**src/rtl/gameover_text_overlay.sv**
```systemverilog
// Game-over text overlay: maps the raster position to character/glyph
// addresses, overlays the returned glyph row with blinking text and keeps
// all VGA timing aligned through a fixed 4-cycle pipeline.
module gameover_text_overlay #(
  parameter logic [10:0] X_POS        = 11'd256,
  parameter logic [10:0] Y_POS        = 11'd300,
  parameter int unsigned TEXT_COLS    = 32,
  parameter int unsigned TEXT_ROWS    = 1,
  parameter logic [11:0] TEXT_COLOR   = 12'hFF0,
  parameter int unsigned BLINK_FRAMES = 30
) (
  input  logic        clk,
  input  logic        rst_n,
  input  logic        game_over,
  input  logic [10:0] hcount_in,
  input  logic [10:0] vcount_in,
  input  logic        hsync_in,
  input  logic        vsync_in,
  input  logic        hblnk_in,
  input  logic        vblnk_in,
  input  logic [11:0] rgb_in,
  input  logic [7:0]  char_pixels,
  output logic [11:0] char_xy,
  output logic [3:0]  char_line,
  output logic [10:0] hcount_out,
  output logic [10:0] vcount_out,
  output logic        hsync_out,
  output logic        vsync_out,
  output logic        hblnk_out,
  output logic        vblnk_out,
  output logic [11:0] rgb_out
);

  localparam logic [10:0] X_END      = 11'(int'(X_POS) + 8 * TEXT_COLS);
  localparam logic [10:0] Y_END      = 11'(int'(Y_POS) + 16 * TEXT_ROWS);
  localparam logic [7:0]  BLINK_LAST = 8'(BLINK_FRAMES - 1);
  localparam int unsigned TW         = 38; // hcount, vcount, 4 sync/blank, rgb

  typedef enum logic [1:0] {
    IDLE     = 2'd0,
    SHOW_ON  = 2'd1,
    SHOW_OFF = 2'd2
  } state_t;

  state_t      r_state;
  state_t      w_state_nxt;
  logic [7:0]  r_fcnt;
  logic [7:0]  w_fcnt_nxt;

  logic        w_frame_start;
  logic        w_in_box;
  logic [6:0]  w_col;
  logic [4:0]  w_row;
  logic [3:0]  w_line;
  logic [2:0]  w_bit;
  logic [TW-1:0] w_timing;

  logic [3:0]  r_line_d1;
  logic [2:0]  r_bit_d1, r_bit_d2, r_bit_d3;
  logic        r_in_box_d1, r_in_box_d2, r_in_box_d3;
  logic        r_vis_d1, r_vis_d2, r_vis_d3;
  logic [TW-1:0] r_tim_d1, r_tim_d2, r_tim_d3;

  logic        w_hblnk_d3, w_vblnk_d3;
  logic [11:0] w_rgb_d3;

  // Raster decode: box membership and character/glyph address
  assign w_frame_start = (hcount_in == 11'd0) && (vcount_in == 11'd0);
  assign w_in_box      = (hcount_in >= X_POS) && (hcount_in < X_END) &&
                         (vcount_in >= Y_POS) && (vcount_in < Y_END);
  assign w_col         = 7'((hcount_in - X_POS) >> 3);
  assign w_row         = 5'((vcount_in - Y_POS) >> 4);
  assign w_line        = 4'(vcount_in - Y_POS);
  assign w_bit         = ~3'(hcount_in - X_POS);
  assign w_timing      = {hcount_in, vcount_in, hsync_in, vsync_in,
                          hblnk_in, vblnk_in, rgb_in};

  assign w_hblnk_d3 = r_tim_d3[13];
  assign w_vblnk_d3 = r_tim_d3[12];
  assign w_rgb_d3   = r_tim_d3[11:0];

  // Blink FSM state register, advanced only at frame start
  always_ff @(posedge clk or negedge rst_n) begin
    if (!rst_n) begin
      r_state <= IDLE;
      r_fcnt  <= 8'd0;
    end else begin
      r_state <= w_state_nxt;
      r_fcnt  <= w_fcnt_nxt;
    end
  end

  // Blink FSM next-state and frame counter
  always_comb begin
    w_state_nxt = r_state;
    w_fcnt_nxt  = r_fcnt;
    if (w_frame_start) begin
      if (!game_over) begin
        w_state_nxt = IDLE;
        w_fcnt_nxt  = 8'd0;
      end else begin
        case (r_state)
          IDLE: begin
            w_state_nxt = SHOW_ON;
            w_fcnt_nxt  = 8'd0;
          end
          SHOW_ON, SHOW_OFF: begin
            if (r_fcnt == BLINK_LAST) begin
              w_state_nxt = (r_state == SHOW_ON) ? SHOW_OFF : SHOW_ON;
              w_fcnt_nxt  = 8'd0;
            end else begin
              w_fcnt_nxt  = r_fcnt + 8'd1;
            end
          end
          default: begin
            w_state_nxt = IDLE;
            w_fcnt_nxt  = 8'd0;
          end
        endcase
      end
    end
  end

  // Stage 1: character address, glyph coordinates, visibility, timing
  always_ff @(posedge clk or negedge rst_n) begin
    if (!rst_n) begin
      char_xy     <= 12'd0;
      r_line_d1   <= 4'd0;
      r_bit_d1    <= 3'd0;
      r_in_box_d1 <= 1'b0;
      r_vis_d1    <= 1'b0;
      r_tim_d1    <= '0;
    end else begin
      char_xy     <= w_in_box ? {w_row, w_col} : 12'd0;
      r_line_d1   <= w_in_box ? w_line : 4'd0;
      r_bit_d1    <= w_bit;
      r_in_box_d1 <= w_in_box;
      r_vis_d1    <= (r_state == SHOW_ON);
      r_tim_d1    <= w_timing;
    end
  end

  // Stage 2: glyph line to the font ROM alongside the returned char code
  always_ff @(posedge clk or negedge rst_n) begin
    if (!rst_n) begin
      char_line   <= 4'd0;
      r_bit_d2    <= 3'd0;
      r_in_box_d2 <= 1'b0;
      r_vis_d2    <= 1'b0;
      r_tim_d2    <= '0;
    end else begin
      char_line   <= r_line_d1;
      r_bit_d2    <= r_bit_d1;
      r_in_box_d2 <= r_in_box_d1;
      r_vis_d2    <= r_vis_d1;
      r_tim_d2    <= r_tim_d1;
    end
  end

  // Stage 3: align pixel attributes with the returned glyph row
  always_ff @(posedge clk or negedge rst_n) begin
    if (!rst_n) begin
      r_bit_d3    <= 3'd0;
      r_in_box_d3 <= 1'b0;
      r_vis_d3    <= 1'b0;
      r_tim_d3    <= '0;
    end else begin
      r_bit_d3    <= r_bit_d2;
      r_in_box_d3 <= r_in_box_d2;
      r_vis_d3    <= r_vis_d2;
      r_tim_d3    <= r_tim_d2;
    end
  end

  // Stage 4: output registers; blanking overrides text
  always_ff @(posedge clk or negedge rst_n) begin
    if (!rst_n) begin
      hcount_out <= 11'd0;
      vcount_out <= 11'd0;
      hsync_out  <= 1'b0;
      vsync_out  <= 1'b0;
      hblnk_out  <= 1'b0;
      vblnk_out  <= 1'b0;
      rgb_out    <= 12'd0;
    end else begin
      hcount_out <= r_tim_d3[37:27];
      vcount_out <= r_tim_d3[26:16];
      hsync_out  <= r_tim_d3[15];
      vsync_out  <= r_tim_d3[14];
      hblnk_out  <= w_hblnk_d3;
      vblnk_out  <= w_vblnk_d3;
      if (w_hblnk_d3 || w_vblnk_d3)
        rgb_out <= 12'd0;
      else if (r_in_box_d3 && r_vis_d3 && char_pixels[r_bit_d3])
        rgb_out <= TEXT_COLOR;
      else
        rgb_out <= w_rgb_d3;
    end
  end

endmodule

```
**config.mk**
```make
export PLATFORM = sky130hd
export DESIGN_NAME = gameover_text_overlay
export DESIGN_NICKNAME = d
export VERILOG_FILES = /design/src/rtl/gameover_text_overlay.sv
export SDC_FILE = /design/constraint.sdc
export NUM_CORES = 1
export LEC_CHECK = 0
export ABC_CLOCK_PERIOD_IN_PS = 4700
export CORE_AREA = 2 2 118 120
export DETAILED_ROUTE_END_ITERATION = 10
export DIE_AREA = 0 0 120 122
export PLACE_DENSITY = 0.8
export SLEW_MARGIN = 0
export SYNTH_ARGS = -nofsm -noshare
export SYNTH_HDL_FRONTEND = slang
export SYNTH_SLANG_ARGS = --single-unit
```
**constraint.sdc**
```tcl
create_clock -name clk -period 4.7 [get_ports clk]
set_input_delay 1.41 -clock clk [delete_from_list [all_inputs] [get_ports clk]]
set_output_delay 1.41 -clock clk [all_outputs]
set_load 0.05 [all_outputs]
```
==> flow_summary.html <==
<table>
<tr><th>Metric</th><th>Value</th></tr>
<tr><th colspan="2">Status</th></tr>
<tr><td>Outcome</td><td>complete, no violations</td></tr>
<tr><th colspan="2">STA</th></tr>
<tr><td>Unrepaired setup endpoints after global routing</td><td>false</td></tr>
<tr><td>Pin slew with the least headroom to its limit</td><td>0.947 ns</td></tr>
<tr><td>Max Clk Rate</td><td>303 MHz</td></tr>
<tr><td>Number of failing hold endpoints at the final stage</td><td>0</td></tr>
<tr><td>Worst hold slack</td><td>0.347 ns</td></tr>
<tr><td>Worst slew margin relative to its limit</td><td>36.9%</td></tr>
<tr><td>Layout Skew</td><td>0.00681 ns</td></tr>
<tr><td>Fin. max-slew vios</td><td>0</td></tr>
<tr><td>Part of the cycle the worst path needs</td><td>between 70% and 80%</td></tr>
<tr><td>Final count of negative-setup-slack endpoints</td><td>0</td></tr>
<tr><td>Setup WS post-layout</td><td>1.39 ns</td></tr>
<tr><td>Minimum clock period after layout</td><td>3.31 ns</td></tr>
<tr><td>Aggregate negative setup slack</td><td>0 ns</td></tr>
<tr><th colspan="2">Routing</th></tr>
<tr><td>Vias</td><td>2971</td></tr>
<tr><td>Residual DRC</td><td>0</td></tr>
<tr><td>Number of vias per cell after detailed routing</td><td>4.66</td></tr>
<tr><td>Routed Wire Length</td><td>10.3 mm</td></tr>
<tr><td>Number of antenna-violating nets in the routed design</td><td>0</td></tr>
<tr><td>TritonRoute pass-1 iters</td><td>4</td></tr>
<tr><td>WL per Instance</td><td>between 15 and 20 um</td></tr>
<tr><td>Violation count after the first detailed-route iteration</td><td>237</td></tr>
<tr><th colspan="2">Worst hold path</th></tr>
<tr><td>Startpoint of the tightest hold check path</td><td>r_tim_d2[12]$_DFF_PN0_</td></tr>
<tr><td>Cell depth of the worst hold path</td><td>0</td></tr>
<tr><td>Path class of the lowest-slack min-delay path</td><td>reg2reg</td></tr>
<tr><td>Hold Crit Endpoint</td><td>r_tim_d3[12]$_DFF_PN0_</td></tr>
<tr><th colspan="2">Critical path</th></tr>
<tr><td>Endpoint of the worst-slack reg-to-reg timing path</td><td>r_state[0]$_DFFE_PN0P_</td></tr>
<tr><td>CP max FO</td><td>11</td></tr>
<tr><td>Required arrival time at the worst endpoint</td><td>5.03 ns</td></tr>
<tr><td>Worst EP arrival</td><td>3.63 ns</td></tr>
<tr><td>Highest-delay cell along the critical path</td><td>a2111o_1</td></tr>
<tr><td>Endpoint class of the critical path</td><td>register</td></tr>
<tr><td>Worst reg2reg startpoint</td><td>r_fcnt[1]$_DFFE_PN0P_</td></tr>
<tr><td>WS Path Type</td><td>in2reg</td></tr>
<tr><td>Series of cell instances along the critical path</td><td>clkdlybuf4s50_1 &gt; nor4_1 &gt; nand4_1 &gt; a2111o_1 &gt; o21ai_0</td></tr>
<tr><td>Delay of the slowest cell on the worst path</td><td>0.56 ns</td></tr>
<tr><td>Reg2Reg Setup Slack</td><td>2.48 ns</td></tr>
<tr><td>Worst R2R Path Depth</td><td>6</td></tr>
<tr><td>Sort of element at the start of the critical path</td><td>input pin</td></tr>
<tr><th colspan="2">Synthesis</th></tr>
<tr><td>Number of flip-flops and latches in the synthesized netlist</td><td>197</td></tr>
<tr><td>Yosys synthesis warning count</td><td>0</td></tr>
<tr><td>Top flip-flop cell by instance count after synthesis</td><td>dfrtp_1</td></tr>
<tr><td>Syn Std Cell Area</td><td>5870 um2</td></tr>
<tr><td>Post-synthesis async set-or-reset flop share</td><td>100%</td></tr>
<tr><td>Cells after Synth</td><td>about 330</td></tr>
<tr><td>Nets in the synthesized netlist</td><td>389</td></tr>
<tr><td>Syn Area/Cell</td><td>17.8 um2</td></tr>
<tr><td>Number of distinct library cell variants in the gate-level netlist after synthesis</td><td>39</td></tr>
<tr><td>Register area share after synthesis</td><td>84.0%</td></tr>
<tr><td>Count of flip-flops with a built-in enable after synthesis</td><td>0</td></tr>
<tr><th colspan="2">Global routing</th></tr>
<tr><td>Layer with the highest usage after global routing</td><td>met2</td></tr>
<tr><td>Wire length of the first global-routing pass</td><td>16.8 mm</td></tr>
<tr><td>Combined global-route utilization of all metal layers</td><td>15.2%</td></tr>
<tr><td>Largest net degree at the start of global routing</td><td>127</td></tr>
<tr><td>Number of global-route vias before repair</td><td>3256</td></tr>
<tr><td>Global routing met2 resource utilization</td><td>25.2%</td></tr>
<tr><td>Fraction of met1 tracks used by global routing</td><td>18.6%</td></tr>
<tr><td>Initial antenna violation count</td><td>1</td></tr>
<tr><td>Met3 Track Usage GR</td><td>4.96%</td></tr>
<tr><td>Remaining Overflow, GRT</td><td>0</td></tr>
<tr><th colspan="2">Job</th></tr>
<tr><td>Total of max-cap violations</td><td>0</td></tr>
<tr><th colspan="2">Place</th></tr>
<tr><td>Placement-stage worst setup slack</td><td>1.09 ns</td></tr>
<tr><td>DP Wirelength</td><td>a little under 7 mm</td></tr>
<tr><td>Port-buffer cells</td><td>between 100 and 150</td></tr>
<tr><td>Routability cong.</td><td>just under 0.9</td></tr>
<tr><td>Inst Count DP</td><td>roughly 600</td></tr>
<tr><th colspan="2">Power</th></tr>
<tr><td>Total Power Consumption</td><td>3.33 mW</td></tr>
<tr><td>Power density over the cells</td><td>~430 nW/um2</td></tr>
<tr><td>VDD IR max</td><td>0.268 mV</td></tr>
<tr><td>Pleak</td><td>3.48 nW</td></tr>
<tr><th colspan="2">Die</th></tr>
<tr><td>Cell row count</td><td>43</td></tr>
<tr><td>Boundary Pins</td><td>~100</td></tr>
<tr><td>Die height</td><td>122 um</td></tr>
<tr><td>Total Die Area</td><td>~15000 um2</td></tr>
<tr><td>Initial Utilization</td><td>43.5%</td></tr>
<tr><td>Core Box Area</td><td>13500 um2</td></tr>
<tr><td>Overall die width</td><td>roughly 120 um</td></tr>
<tr><th colspan="2">Finish</th></tr>
<tr><td>Area Overhead vs Synth</td><td>30.5%</td></tr>
<tr><td>Post-layout instance count excluding filler cells</td><td>637</td></tr>
<tr><td>Fraction of layout instances using a drive strength above 1</td><td>approximately 8.3%</td></tr>
<tr><td>Filler instances</td><td>973</td></tr>
<tr><td>Net count of the finished layout</td><td>504</td></tr>
<tr><td>Number of inserted diodes</td><td>0</td></tr>
<tr><th colspan="2">Clock tree</th></tr>
<tr><td>Clock slew seen by the registers of the worst setup and hold paths</td><td>0.07 ns</td></tr>
<tr><td>Post-CTS Setup Bufs</td><td>0</td></tr>
<tr><td>H-tree depth</td><td>4</td></tr>
<tr><td>Cts bufs inserted</td><td>17</td></tr>
<tr><td>Number of sinks on the clock net</td><td>197</td></tr>
<tr><td>Hold buffer count at cts</td><td>0</td></tr>
<tr><td>Clock Latency Late Sink</td><td>approximately 0.41 ns</td></tr>
<tr><td>TritonCTS clock tree</td><td>yes</td></tr>
<tr><td>Maximum buffer depth of the clock tree</td><td>2</td></tr>
<tr><td>Post-CTS resize count</td><td>0</td></tr>
<tr><td>Master cell of the clock root buffer</td><td>clkbuf_16</td></tr>
</table>
[through the flow]
stage / utilization, % / instance area (um2)
floorplan: - / 5870
global placement: 52.5 / 7090
detailed placement: 52.5 / 7090
CTS: 56.7 / 7660
global route: 56.7 / 7660
finish: 56.7 / 7660
[critical path, delay by kind of cell]
family	cells	cell delay [ns]
compound gates	2	0.77
buf+inv	1	0.52
simple gates	2	0.94
[layout make-up]
class	count	area, um2	share of cell area (%)
well taps	180	225	2.94
clock buffers	19	433	5.65
inverters	16	60.1	0.784
clock inverters	13	136	1.78
multi-input cells	108	823	10.7
flip-flops and latches	197	4930	64.4
repair buffers	104	1050	13.7
[cell usage in the layout (no fill, tap or decap), types with 4 or more instances in the layout]
| master | synthesis | final |
|---|---|---|
| a211oi_1 | 5 | 5 |
| a21o_1 | 9 | 9 |
| and3_1 | 6 | 6 |
| clkbuf_16 | 0 | 17 |
| clkdlybuf4s50_1 | 0 | 101 |
| dfrtp_1 | 197 | 197 |
| ha_1 | 11 | 11 |
| inv_1 | 16 | 16 |
| inv_6 | 0 | 4 |
| nand2_1 | 6 | 6 |
| nand2b_1 | 4 | 4 |
| nand3_1 | 6 | 6 |
| nor3_1 | 9 | 9 |
| nor3b_1 | 8 | 8 |
| o21ai_0 | 6 | 6 |
[sequential cells by signal (all words and copies together), names as in the netlist, 8 cells and up]
| name | flops |
|---|---|
| char_xy | 12 |
| hcount_out | 11 |
| r_fcnt | 8 |
| r_tim_d1 | 38 |
| r_tim_d2 | 38 |
| r_tim_d3 | 38 |
| rgb_out | 12 |
| vcount_out | 11 |
[worst max-delay path by stage]
stage,startpoint,endpoint,slack [ns],cells past startpoint
5_1_grt,vcount_in[6],r_fcnt[2]$_DFFE_PN0P_,1.26,5
4_1_cts,vcount_in[6],r_fcnt[2]$_DFFE_PN0P_,1.45,5
6_report,vcount_in[6],r_fcnt[2]$_DFFE_PN0P_,1.39,5
2_1_floorplan,vcount_in[2],r_fcnt[3]$_DFFE_PN0P_,1.98,7
3_5_place_dp,vcount_in[6],r_fcnt[3]$_DFFE_PN0P_,1.09,5
3_3_place_gp,vcount_in[2],r_fcnt[6]$_DFFE_PN0P_,1.21,7
[logic make-up (layout without fill, tap and decap cells)]
| group | after synthesis | in the layout | share of synthesized area [%] |
|---|---|---|---|
| AOI/OAI and AO/OA | 34 | 34 | 4.20 |
| DFF | 197 | 197 | 84.0 |
| xor gates and xnor gates | 4 | 4 | 0.597 |
| muxes | 5 | 5 | 1.43 |
| and+or+nand+nor | 54 | 54 | 5.46 |
| buffers and inverters | 24 | 152 | 1.96 |
| adders and majority gates | 11 | 11 | 2.35 |
[per-layer routing]
layer / wire length, um / up-vias / part of all wire (%)
met5: 13 / - / 0.13
met4: 188 / 2 / 1.8
met3: 454 / 16 / 4.4
met2: 5330 / 74 / 52
met1: 4290 / 1542 / 42
li1: - / 1337 / -
[Yosys cell counts (2+ instances only)]
master    count  area share [%]
ha_1         11             2.3
mux2i_1       2            0.34
buf_2         4            0.34
nand3_1       6            0.51
nor4_1        3            0.32
o21ai_0       6            0.51
and3_1        6            0.64
o22ai_1       3            0.32
nor2_1        3            0.19
nor4b_1       2            0.30
mux4_1        2            0.90
o41ai_1       2            0.30
a211oi_1      5            0.64
buf_6         2            0.38
xnor2_1       3            0.45
nand4_1       3            0.32
a21o_1        9             1.2
inv_1        16             1.0
nor3b_1       8             1.0
dfrtp_1     197              84
a22o_1        2            0.30
nand2_1       6            0.38
nand2b_1      4            0.43
nor3_1        9            0.77
[report_power, final]
part	leakage, nW	internal (mW)	switching, mW
logic	0.822	0.0755	0.120
registers	2.37	1.76	0.0207
clock network	0.281	0.707	0.640
Note: power is estimated with default switching activity, not from simulation.
